--- src/rtl/riscv_pkg.sv ---
// Shared definitions for the pipeline's memory-stage access controller.
package riscv_pkg;
  typedef enum logic [1:0] {IDLE, REQ, RESP, DONE} dmem_state_t;

  localparam logic [1:0] RESULT_SRC_MEM       = 2'b01;
  localparam int         DMEM_TIMEOUT_DEFAULT = 64;
endpackage

--- src/rtl/timeout_counter.sv ---
// Watchdog for a bus phase: counts while enabled, flags the last permitted cycle.
module timeout_counter #(
  parameter int CNT_W          = 7,
  parameter int TIMEOUT_CYCLES = 64
) (
  input  logic clock,
  input  logic reset,
  input  logic clear,
  input  logic enable,
  output logic expired
);
  logic [CNT_W-1:0] count;

  always_ff @(posedge clock or posedge reset) begin
    if (reset)       count <= '0;
    else if (clear)  count <= '0;
    else if (enable) count <= count + CNT_W'(1);
  end

  assign expired = enable && (count == CNT_W'(TIMEOUT_CYCLES - 1));
endmodule

--- src/rtl/dmem_access_ctrl.sv ---
// MEM-stage word load/store controller on a req/gnt/rvalid bus.
// States: IDLE wait for op | REQ bus request | RESP wait rvalid | DONE release stall, results valid.
module dmem_access_ctrl
  import riscv_pkg::*;
#(
  parameter int TIMEOUT_CYCLES = DMEM_TIMEOUT_DEFAULT,
  parameter int CNT_W          = 7
) (
  input  logic        clock,
  input  logic        reset,
  input  logic        RegWriteM,
  input  logic [1:0]  ResultSrcM,
  input  logic        MemWriteM,
  input  logic [31:0] ALUResultM,
  input  logic [31:0] WriteDataM,
  output logic        StallM,
  output logic [31:0] ReadDataM,
  output logic        ErrM,
  output logic        dmem_req,
  output logic        dmem_we,
  output logic [31:0] dmem_addr,
  output logic [31:0] dmem_wdata,
  input  logic        dmem_gnt,
  input  logic        dmem_rvalid,
  input  logic [31:0] dmem_rdata
);
  dmem_state_t state;
  logic is_load, is_store, op;
  logic cnt_clear, cnt_en, expired;

  assign is_load  = RegWriteM & (ResultSrcM == RESULT_SRC_MEM);
  assign is_store = MemWriteM;
  assign op       = is_load | is_store;
  assign StallM   = op & (state != DONE);

  // Counter restarts for the RESP phase on the grant edge.
  assign cnt_en    = (state == REQ) | (state == RESP);
  assign cnt_clear = ~cnt_en | ((state == REQ) & dmem_gnt);

  timeout_counter #(
    .CNT_W          (CNT_W),
    .TIMEOUT_CYCLES (TIMEOUT_CYCLES)
  ) u_timeout (
    .clock   (clock),
    .reset   (reset),
    .clear   (cnt_clear),
    .enable  (cnt_en),
    .expired (expired)
  );

  always_ff @(posedge clock or posedge reset) begin
    if (reset) begin
      state      <= IDLE;
      dmem_req   <= 1'b0;
      dmem_we    <= 1'b0;
      dmem_addr  <= '0;
      dmem_wdata <= '0;
      ReadDataM  <= '0;
      ErrM       <= 1'b0;
    end else begin
      ErrM <= 1'b0;
      case (state)
        IDLE: begin
          if (op) begin
            if (ALUResultM[1:0] == 2'b00) begin
              dmem_addr  <= ALUResultM;
              dmem_we    <= is_store;
              dmem_wdata <= WriteDataM;
              dmem_req   <= 1'b1;
              state      <= REQ;
            end else begin
              ErrM      <= 1'b1;
              ReadDataM <= '0;
              state     <= DONE;
            end
          end
        end
        REQ: begin
          if (dmem_gnt) begin
            dmem_req <= 1'b0;
            if (dmem_we) begin
              ReadDataM <= '0;
              state     <= DONE;
            end else begin
              state <= RESP;
            end
          end else if (expired) begin
            dmem_req  <= 1'b0;
            ErrM      <= 1'b1;
            ReadDataM <= '0;
            state     <= DONE;
          end
        end
        RESP: begin
          if (dmem_rvalid) begin
            ReadDataM <= dmem_rdata;
            state     <= DONE;
          end else if (expired) begin
            ErrM      <= 1'b1;
            ReadDataM <= '0;
            state     <= DONE;
          end
        end
        DONE:    state <= IDLE;
        default: state <= IDLE;
      endcase
    end
  end
endmodule

--- config.mk ---
export PLATFORM = sky130hd
export DESIGN_NAME = dmem_access_ctrl
export DESIGN_NICKNAME = d
export VERILOG_FILES = /design/src/rtl/riscv_pkg.sv /design/src/rtl/timeout_counter.sv /design/src/rtl/dmem_access_ctrl.sv
export SDC_FILE = /design/constraint.sdc
export NUM_CORES = 1
export LEC_CHECK = 0
export BUFFER_PORTS_ARGS = -buffer_cell sky130_fd_sc_hd__buf_2
export CAP_MARGIN = 10
export CORE_MARGIN = 2
export CORE_UTILIZATION = 42
export CTS_CLUSTER_DIAMETER = 200
export CTS_CLUSTER_SIZE = 16
export DETAILED_ROUTE_END_ITERATION = 7
export PLACE_DENSITY = 0.75
export SYNTH_ARGS = -nofsm -noshare
export SYNTH_HDL_FRONTEND = slang
export SYNTH_SLANG_ARGS = --single-unit
--- constraint.sdc ---
create_clock -name clock -period 3.06 [get_ports clock]
set_input_delay 0.306 -clock clock [delete_from_list [all_inputs] [get_ports clock]]
set_output_delay 0.306 -clock clock [all_outputs]
set_load 0.1 [all_outputs]
==> impl_metrics.json, run 1 <==
{
  "fin_skew_ns": 0.0102,
  "seq_area_frac_synth_pct": 61.8,
  "rsz0062_at_grt": "false",
  "clkSlewWorstSetupHoldPaths_ns": 0.10,
  "via_per_inst": 4.90,
  "io_buffers": 203,
  "async_reset_ff_share_pct": 100,
  "synth_area_per_cell_um2": 15.0,
  "hpwlAfterDp_mm": 7.55,
  "clk_latency_ns": 0.36,
  "final_area_um2": 5720,
  "final_common_cell": "buf_2",
  "slew_headroom_pct": 29.1,
  "drt_wl_total_mm": 10.2,
  "post-cts-setup-buffers": 0,
  "rows": 37,
  "syn_to_final_growth_pct": 30.8,
  "firstDrtPassIters": 6,
  "fin_hold_ws_ns": 0.158,
  "status": "finished clean",
  "clock-root-buffer": "clkbuf_8",
  "cts_tree": "built",
  "initial_core_util_pct": 42.8,
  "final_cell_mix": "buf_2, dfrtp_1, mux2_2",
  "tightest_slew_ns": 1.06,
  "layout-drive-gt1-share_pct": 57.7,
  "cts_made_buffers": 9,
  "die_width_um": 106,
  "clkSinkCount": 108,
  "track_usage_pct": 18.3,
  "vias": 3119,
  "grt_pass1_vias": 3062,
  "diodes": 0,
  "synth_top_area_cell": "dfrtp_1",
  "drc": 0,
  "grt_start_max_net_pins": 68,
  "crit_path_max_fanout": 19,
  "post_cts_resized": 0,
  "hold_buffers": 0,
  "antenna_found_initial": 0,
  "end_kind": "flip-flop",
  "die-area_um2": 11200,
  "overflow": 0,
  "fin_crit_ns": 2.67,
  "netlist.area_leader.share_pct": 61.8,
  "place.gp.congestion": 0.784,
  "tns_ns": 0,
  "ys_warn_count": 0,
  "drt-wirelength-per-cell_um": 15.9,
  "min_period_over_period_pct": 87.3,
  "die_h_um": 106,
  "required_ns": 3.32,
  "dpl_cell_area_um2": 5510,
  "fillers": 888,
  "clockBufferDepth": 2,
  "crit_type": "flip-flop to flip-flop",
  "ys_types": 39,
  "fmax_mhz": 374,
  "hold_viol_final": 0,
  "syn-instance-count": 292,
  "startpoint_type": "flip-flop",
  "drv_cap": 0,
  "antenna_left": 0,
  "grt_first_pass_wirelength_mm": 16.0,
  "min_path_type": "input port to flip-flop",
  "syn-cell-area_um2": 4370,
  "ys_seq_elements": 108,
  "placed_cells": 621,
  "ctsHtreeMaxLevel": 3,
  "ios": 204,
  "core_area_um2": 10200,
  "yosys-top-cells-area": "dfrtp_1, mux2_2, mux2_4",
  "syn_nets": 404,
  "finalMaxSlewViolations": 0,
  "synth_edf_count": 0,
  "arrival_ns": 2.93,
  "dr.first_iter.drc_count": 185,
  "layout.nets": 608,
  "yosys_most_used_dff": "dfrtp_1",
  "final_cells": 637,
  "setup_violations": 0
}
through the flow:
stage | setup WS, ns | util (%)
2_1_floorplan | 0.810 | -
3_3_place_gp | 0.528 | 53.9
3_5_place_dp | 0.399 | 53.9
4_1_cts | 0.376 | 55.9
5_1_grt | 0.187 | 55.9
6_report | 0.388 | 55.9
worst paths after layout:
check | start | endpoint | slack, ns | depth (start not counted)
max in group asynchronous | reset | dmem_addr[30] | 2.13 | 3
min in group asynchronous | reset | dmem_addr[20] | 0.18 | 2
min | dmem_rdata[7] | ReadDataM[7] | 0.16 | 2
max reg2reg | state[0] | ReadDataM[14] | 0.39 | 7
max | state[0] | ReadDataM[14] | 0.39 | 7
min reg2reg | dmem_addr[0] | dmem_addr[0] | 0.49 | 1
metal layers:
layer | wire [um] | up-vias | global-route usage [%]
met1 | 4340 | 1501 | 24.3
met5 | 0 | - | 0
li1 | - | 1461 | -
met4 | 148 | 0 | 7.05
met2 | 4910 | 145 | 29.4
met3 | 752 | 12 | 3.99
final cells by class:
class | instances | area (um2) | share of cell area [%]
well taps | 136 | 170 | 2.97
clock inverters | 5 | 65.1 | 1.14
repair buffers | 208 | 1070 | 18.6
multi-input cells | 164 | 1550 | 27.1
clock buffers | 11 | 141 | 2.47
inverters | 5 | 22.5 | 0.394
flip-flops and latches | 108 | 2700 | 47.2
cells by family after synthesis:
kind of cell	after synthesis	synth area share, %
multiplexers	63	18.3
AND/OR/NAND/NOR	36	4.12
adder cells (fa/ha/maj)	8	2.29
XOR/XNOR	4	0.801
flip-flops	108	61.8
buffers and inverters	20	2.77
AO/OA/AOI/OAI	53	9.90
critical path: stages, from the launching register on:
cell and delay, ns:
dfrtp_1 0.46, inv_1 0.13, ha_1 0.49, nand3_1 0.18
or2_1 0.27, a311o_1 0.52, buf_4 0.31, a22o_1 0.20
synth_stat cells (all sizes together), types with 3 or more instances:
library cell / number
nand2: 5
xor2: 3
o21ai: 3
nor2: 14
ha: 8
buf: 15
dfrtp: 108
a21oi: 7
mux2: 62
a22o: 32
inv: 5
nand3: 3
registers in the layout, summed over array words and instances (netlist names):
| signal | flops |
|---|---|
| ReadDataM | 32 |
| dmem_addr | 32 |
| dmem_wdata | 32 |
| u_timeout.count | 7 |
| state | 2 |
| ErrM | 1 |
| dmem_req | 1 |
| dmem_we | 1 |
Power of run 1 is left out: the tool's default activity adds up to more than one toggle a clock period on the data nets, which glitch-free logic cannot reach.
==> inputs of run 2 (changes only) <==
--- a/config.mk
+++ b/config.mk
@@ -7,6 +7,7 @@
 export LEC_CHECK = 0
 export BUFFER_PORTS_ARGS = -buffer_cell sky130_fd_sc_hd__buf_2
 export CAP_MARGIN = 10
+export CORE_ASPECT_RATIO = 1.5
 export CORE_MARGIN = 2
 export CORE_UTILIZATION = 42
 export CTS_CLUSTER_DIAMETER = 200
==> run 2 against run 1 <==
Effect of this change: register-to-register slack improved by 0.16 ns; sequential share of layout area fell by 0.85 points; utilization rose by 1.6 points; global-route usage fell by 0.94 points; first-iteration DRC count fell by 48%; non-clock buffer count rose by 1; maximum frequency rose by 6.3%.
==> impl_metrics.json, run 2 (same netlist as run 1, synthesis figures left out) <==
{
  "status": "finished clean",
  "grt_pass1_vias": 3138,
  "grt_first_pass_wirelength_mm": 15.1,
  "setup_violations": 0,
  "drc": 0,
  "diodes": 0,
  "min_period_over_period_pct": 82.1,
  "drt-wirelength-per-cell_um": 16.5,
  "busiest_layer": "met2",
  "clkSlewWorstSetupHoldPaths_ns": 0.07,
  "min_path_type": "input port to asynchronous set/reset pin",
  "required_ns": 3.28,
  "end_kind": "flip-flop",
  "crit_end": "ReadDataM[5]",
  "r2r_slack_ns": 0.55,
  "syn_to_final_growth_pct": 33.2,
  "clock-root-buffer": "clkbuf_16",
  "cts_tree": "built",
  "globalRouteMet2Util_pct": 28.7,
  "post_cts_resized": 0,
  "core_area_um2": 10100,
  "overflow": 0,
  "antenna_found_initial": 0,
  "final_cell_mix": "buf_2, dfrtp_1, mux2_2",
  "post-cts-setup-buffers": 0,
  "via_per_inst": 5.16,
  "io_buffers": 203,
  "rows": 45,
  "fmax_mhz": 398,
  "layout-drive-gt1-share_pct": 58.0,
  "final_cells": 619,
  "antenna_left": 0,
  "fin_skew_ns": 0.00733,
  "clkSinkCount": 108,
  "hpwlAfterDp_mm": 7.67,
  "met3_usage_pct": 4.04,
  "final_common_cell": "buf_2",
  "layout.nets": 609,
  "reg2reg_depth": 7,
  "place.gp.congestion": 0.819,
  "rsz0062_at_grt": "false",
  "cts_made_buffers": 9,
  "use_met1_pct": 21.2,
  "fin_crit_ns": 2.51,
  "tightest_slew_ns": 0.900,
  "ios": 204,
  "clockBufferDepth": 2,
  "grt_start_max_net_pins": 42,
  "hold_viol_final": 0,
  "crit_start": "state[0]",
  "initial_core_util_pct": 43.2,
  "die-area_um2": 11300,
  "arrival_ns": 2.73,
  "hold_buffers": 0,
  "finalMaxSlewViolations": 0,
  "drt_wl_total_mm": 10.2,
  "die_h_um": 129,
  "startpoint_type": "flip-flop",
  "firstDrtPassIters": 4,
  "vias": 3191,
  "dr.first_iter.drc_count": 97,
  "worstReg2RegStart": "state[0]",
  "reg2reg_to": "ReadDataM[5]",
  "crit_type": "flip-flop to flip-flop",
  "die_width_um": 87.3,
  "crit_path_max_fanout": 26,
  "clk_latency_ns": 0.34,
  "tns_ns": 0,
  "placed_cells": 602,
  "track_usage_pct": 17.3,
  "ctsHtreeMaxLevel": 3,
  "drv_cap": 0,
  "reg.largest.list": "ReadDataM: 32 flops, dmem_addr: 32 flops, dmem_wdata: 32 flops",
  "slew_headroom_pct": 39.8
}
==> run 2: cell count changes in the layout (fill, tap and decap cells not counted), moves of 2 or more <==
cell,delta
clkbuf_8,-10
inv_8,+2
clkbuf_16,+9
inv_6,-2
==> run 2: cell type report <==
cell class                      count  area, um2
Multi-Input combinational cell    164       1550
Timing Repair Buffer              209       1090
Clock buffer                        9        225
Inverter                            5       22.5
Tap cell                          117        146
Sequential cell                   108       2700
Fill cell                         846       4310
Clock inverter                      7       82.6
==> run 2: worst max-delay path, stage by stage, from the launching register on <==
cell,delay [ns]
dfrtp_1,0.45
inv_1,0.14
ha_1,0.48
nand3_1,0.17
or2_1,0.27
a311o_1,0.45
buf_8,0.22
a22o_1,0.20
==> run 2: stage by stage <==
step                setup WS (ns)  util [%]  hold slack, ns  area, um2
CTS                         0.257      57.3          0.0515       5810
detailed placement          0.270      54.3           0.422       5500
global placement            0.468      54.3           0.411       5500
global route                0.451      57.5          0.0835       5830
floorplan                   0.810         -           0.446       4380
finish                      0.546      57.5          0.0456       5830
==> run 2: worst min-delay path by stage <==
stage | from | endpoint | cells past startpoint
detailed placement | reset | dmem_wdata[19] | 2
finish | reset | ReadDataM[27] | 2
CTS | reset | dmem_wdata[17] | 2
floorplan | dmem_rdata[0] | ReadDataM[0] | 1
global placement | reset | ReadDataM[3] | 2
global route | reset | dmem_wdata[17] | 2
==> run 2: metal layers <==
layer | vias up | part of all wire (%)
met5 | - | 0
met4 | 0 | 2.0
met3 | 16 | 7.4
met2 | 148 | 51
met1 | 1568 | 40
li1 | 1459 | -
Power of run 2 is left out for the same reason.
==> inputs of run 3 (changes only) <==
--- a/config.mk
+++ b/config.mk
@@ -9,11 +9,11 @@
 export CAP_MARGIN = 10
 export CORE_ASPECT_RATIO = 1.5
 export CORE_MARGIN = 2
-export CORE_UTILIZATION = 42
+export CORE_UTILIZATION = 46
 export CTS_CLUSTER_DIAMETER = 200
 export CTS_CLUSTER_SIZE = 16
 export DETAILED_ROUTE_END_ITERATION = 7
-export PLACE_DENSITY = 0.75
+export PLACE_DENSITY = 0.78
 export SYNTH_ARGS = -nofsm -noshare
 export SYNTH_HDL_FRONTEND = slang
 export SYNTH_SLANG_ARGS = --single-unit
==> constraint.sdc (replaced) <==
create_clock -name clock -period 2.4 [get_ports clock]
set_input_delay 0.24 -clock clock [delete_from_list [all_inputs] [get_ports clock]]
set_output_delay 0.24 -clock clock [all_outputs]
set_load 0.1 [all_outputs]
==> run 3 against run 2 <==
Effect of this change: non-clock buffer count rose by 3; sequential share of layout area rose by 0.15 points; clock skew rose by 0.00091 ns; critical endpoint is now dmem_wdata[22].
==> impl_metrics.json, run 3 (same netlist as run 1, synthesis figures left out) <==
{
  "io_buffers": 203,
  "grt_start_max_net_pins": 49,
  "reg.largest.list": "ReadDataM: 32 flops, dmem_addr: 32 flops, dmem_wdata: 32 flops",
  "clock-root-buffer": "clkbuf_16",
  "multiInputGateArea_um2": 1550,
  "via_per_inst": 5.19,
  "register_area_um2": 2700,
  "place.gp.congestion": 0.860,
  "min_period_over_period_pct": 93.7,
  "ios": 204,
  "fmax_mhz": 445,
  "tightest_slew_ns": 0.571,
  "overflow": 0,
  "cts_made_buffers": 9,
  "die-area_um2": 10300,
  "layout.nets": 612,
  "antenna_found_initial": 0,
  "initial_core_util_pct": 47.3,
  "hold_viol_final": 0,
  "firstDrtPassIters": 4,
  "diodes": 0,
  "post-cts-setup-buffers": 0,
  "core_area_um2": 9250,
  "rows": 43,
  "fillers": 718,
  "crit_path_max_fanout": 32,
  "die_h_um": 123,
  "final_common_cell": "buf_2",
  "layout-drive-gt1-share_pct": 57.7,
  "vias": 3200,
  "hold_buffers": 1,
  "fin_crit_ns": 2.25,
  "finalMaxSlewViolations": 0,
  "dr.first_iter.drc_count": 131,
  "ctsHtreeMaxLevel": 3,
  "drc": 0,
  "final_cell_mix": "buf_2, dfrtp_1, mux2_2",
  "cts_tree": "built",
  "clkSinkCount": 108,
  "drt-wirelength-per-cell_um": 16.5,
  "rsz0062_at_grt": "false",
  "hpwlAfterDp_mm": 7.58,
  "post_cts_resized": 0,
  "antenna_left": 0,
  "clk_latency_ns": 0.34,
  "drt_wl_total_mm": 10.2,
  "arrival_ns": 2.47,
  "status": "finished clean",
  "startpoint_type": "flip-flop",
  "die_width_um": 83.6,
  "fin_skew_ns": 0.00824,
  "slew_headroom_pct": 61.9,
  "tns_ns": 0,
  "drv_cap": 0,
  "clkSlewWorstSetupHoldPaths_ns": 0.07,
  "clockBufferDepth": 2,
  "syn_to_final_growth_pct": 32.8,
  "min_path_type": "input port to flip-flop",
  "grt_first_pass_wirelength_mm": 15.6,
  "track_usage_pct": 18.9,
  "required_ns": 2.62,
  "setup_violations": 0,
  "end_kind": "flip-flop",
  "grt_pass1_vias": 3178,
  "crit_type": "flip-flop to flip-flop"
}
## run 3: worst paths after layout
kind                                     start        endpoint  slack, ns  depth (start not counted)
worst max-delay path                  state[0]  dmem_wdata[22]       0.15                          6
worst min-delay path            dmem_rdata[22]   ReadDataM[22]       0.12                          2
worst max register to register        state[0]  dmem_wdata[22]       0.15                          6
worst min register to register    dmem_addr[0]    dmem_addr[0]       0.48                          1
max in group asynchronous                reset    ReadDataM[0]       1.01                          4
min in group asynchronous                reset   dmem_addr[14]       0.55                          3
## run 3: final cells by class
| class | instances | share of cell area (%) |
|---|---|---|
| multi-input cells | 164 | 26.7 |
| inverters | 5 | 0.388 |
| well taps | 112 | 2.41 |
| flip-flops and latches | 108 | 46.5 |
| clock buffers | 11 | 4.18 |
| repair buffers | 212 | 19.1 |
| clock inverters | 4 | 0.603 |
## run 3: worst max-delay path, stage by stage, from the launching register on
cell	delay, ns
dfrtp_1	0.44
inv_1	0.15
ha_1	0.27
or3b_1	0.39
o21bai_4	0.30
buf_12	0.25
mux2_4	0.31
## run 3: metrics by stage
stage          instance area [um2]  setup WS, ns  hold WS (ns)  instances  util, %
6_report                      5810         0.152         0.122        616     62.8
5_1_grt                       5810        0.0165         0.116        616     62.8
4_1_cts                       5810         0.139         0.105        616     62.8
3_5_place_dp                  5520         0.134         0.327        600     59.6
3_3_place_gp                  5520         0.240         0.318        600     59.6
2_1_floorplan                 4380         0.282         0.380        292        -
## run 3: layer usage
metal  vias to the layer above  global-route usage [%]  wire [um]
li1                       1470                       -          -
met4                         0                    7.86        223
met5                         -                       0          0
met3                        15                    4.01        511
met1                      1595                    23.3       3970
met2                       120                    32.6       5460
Power of run 3 is left out for the same reason.
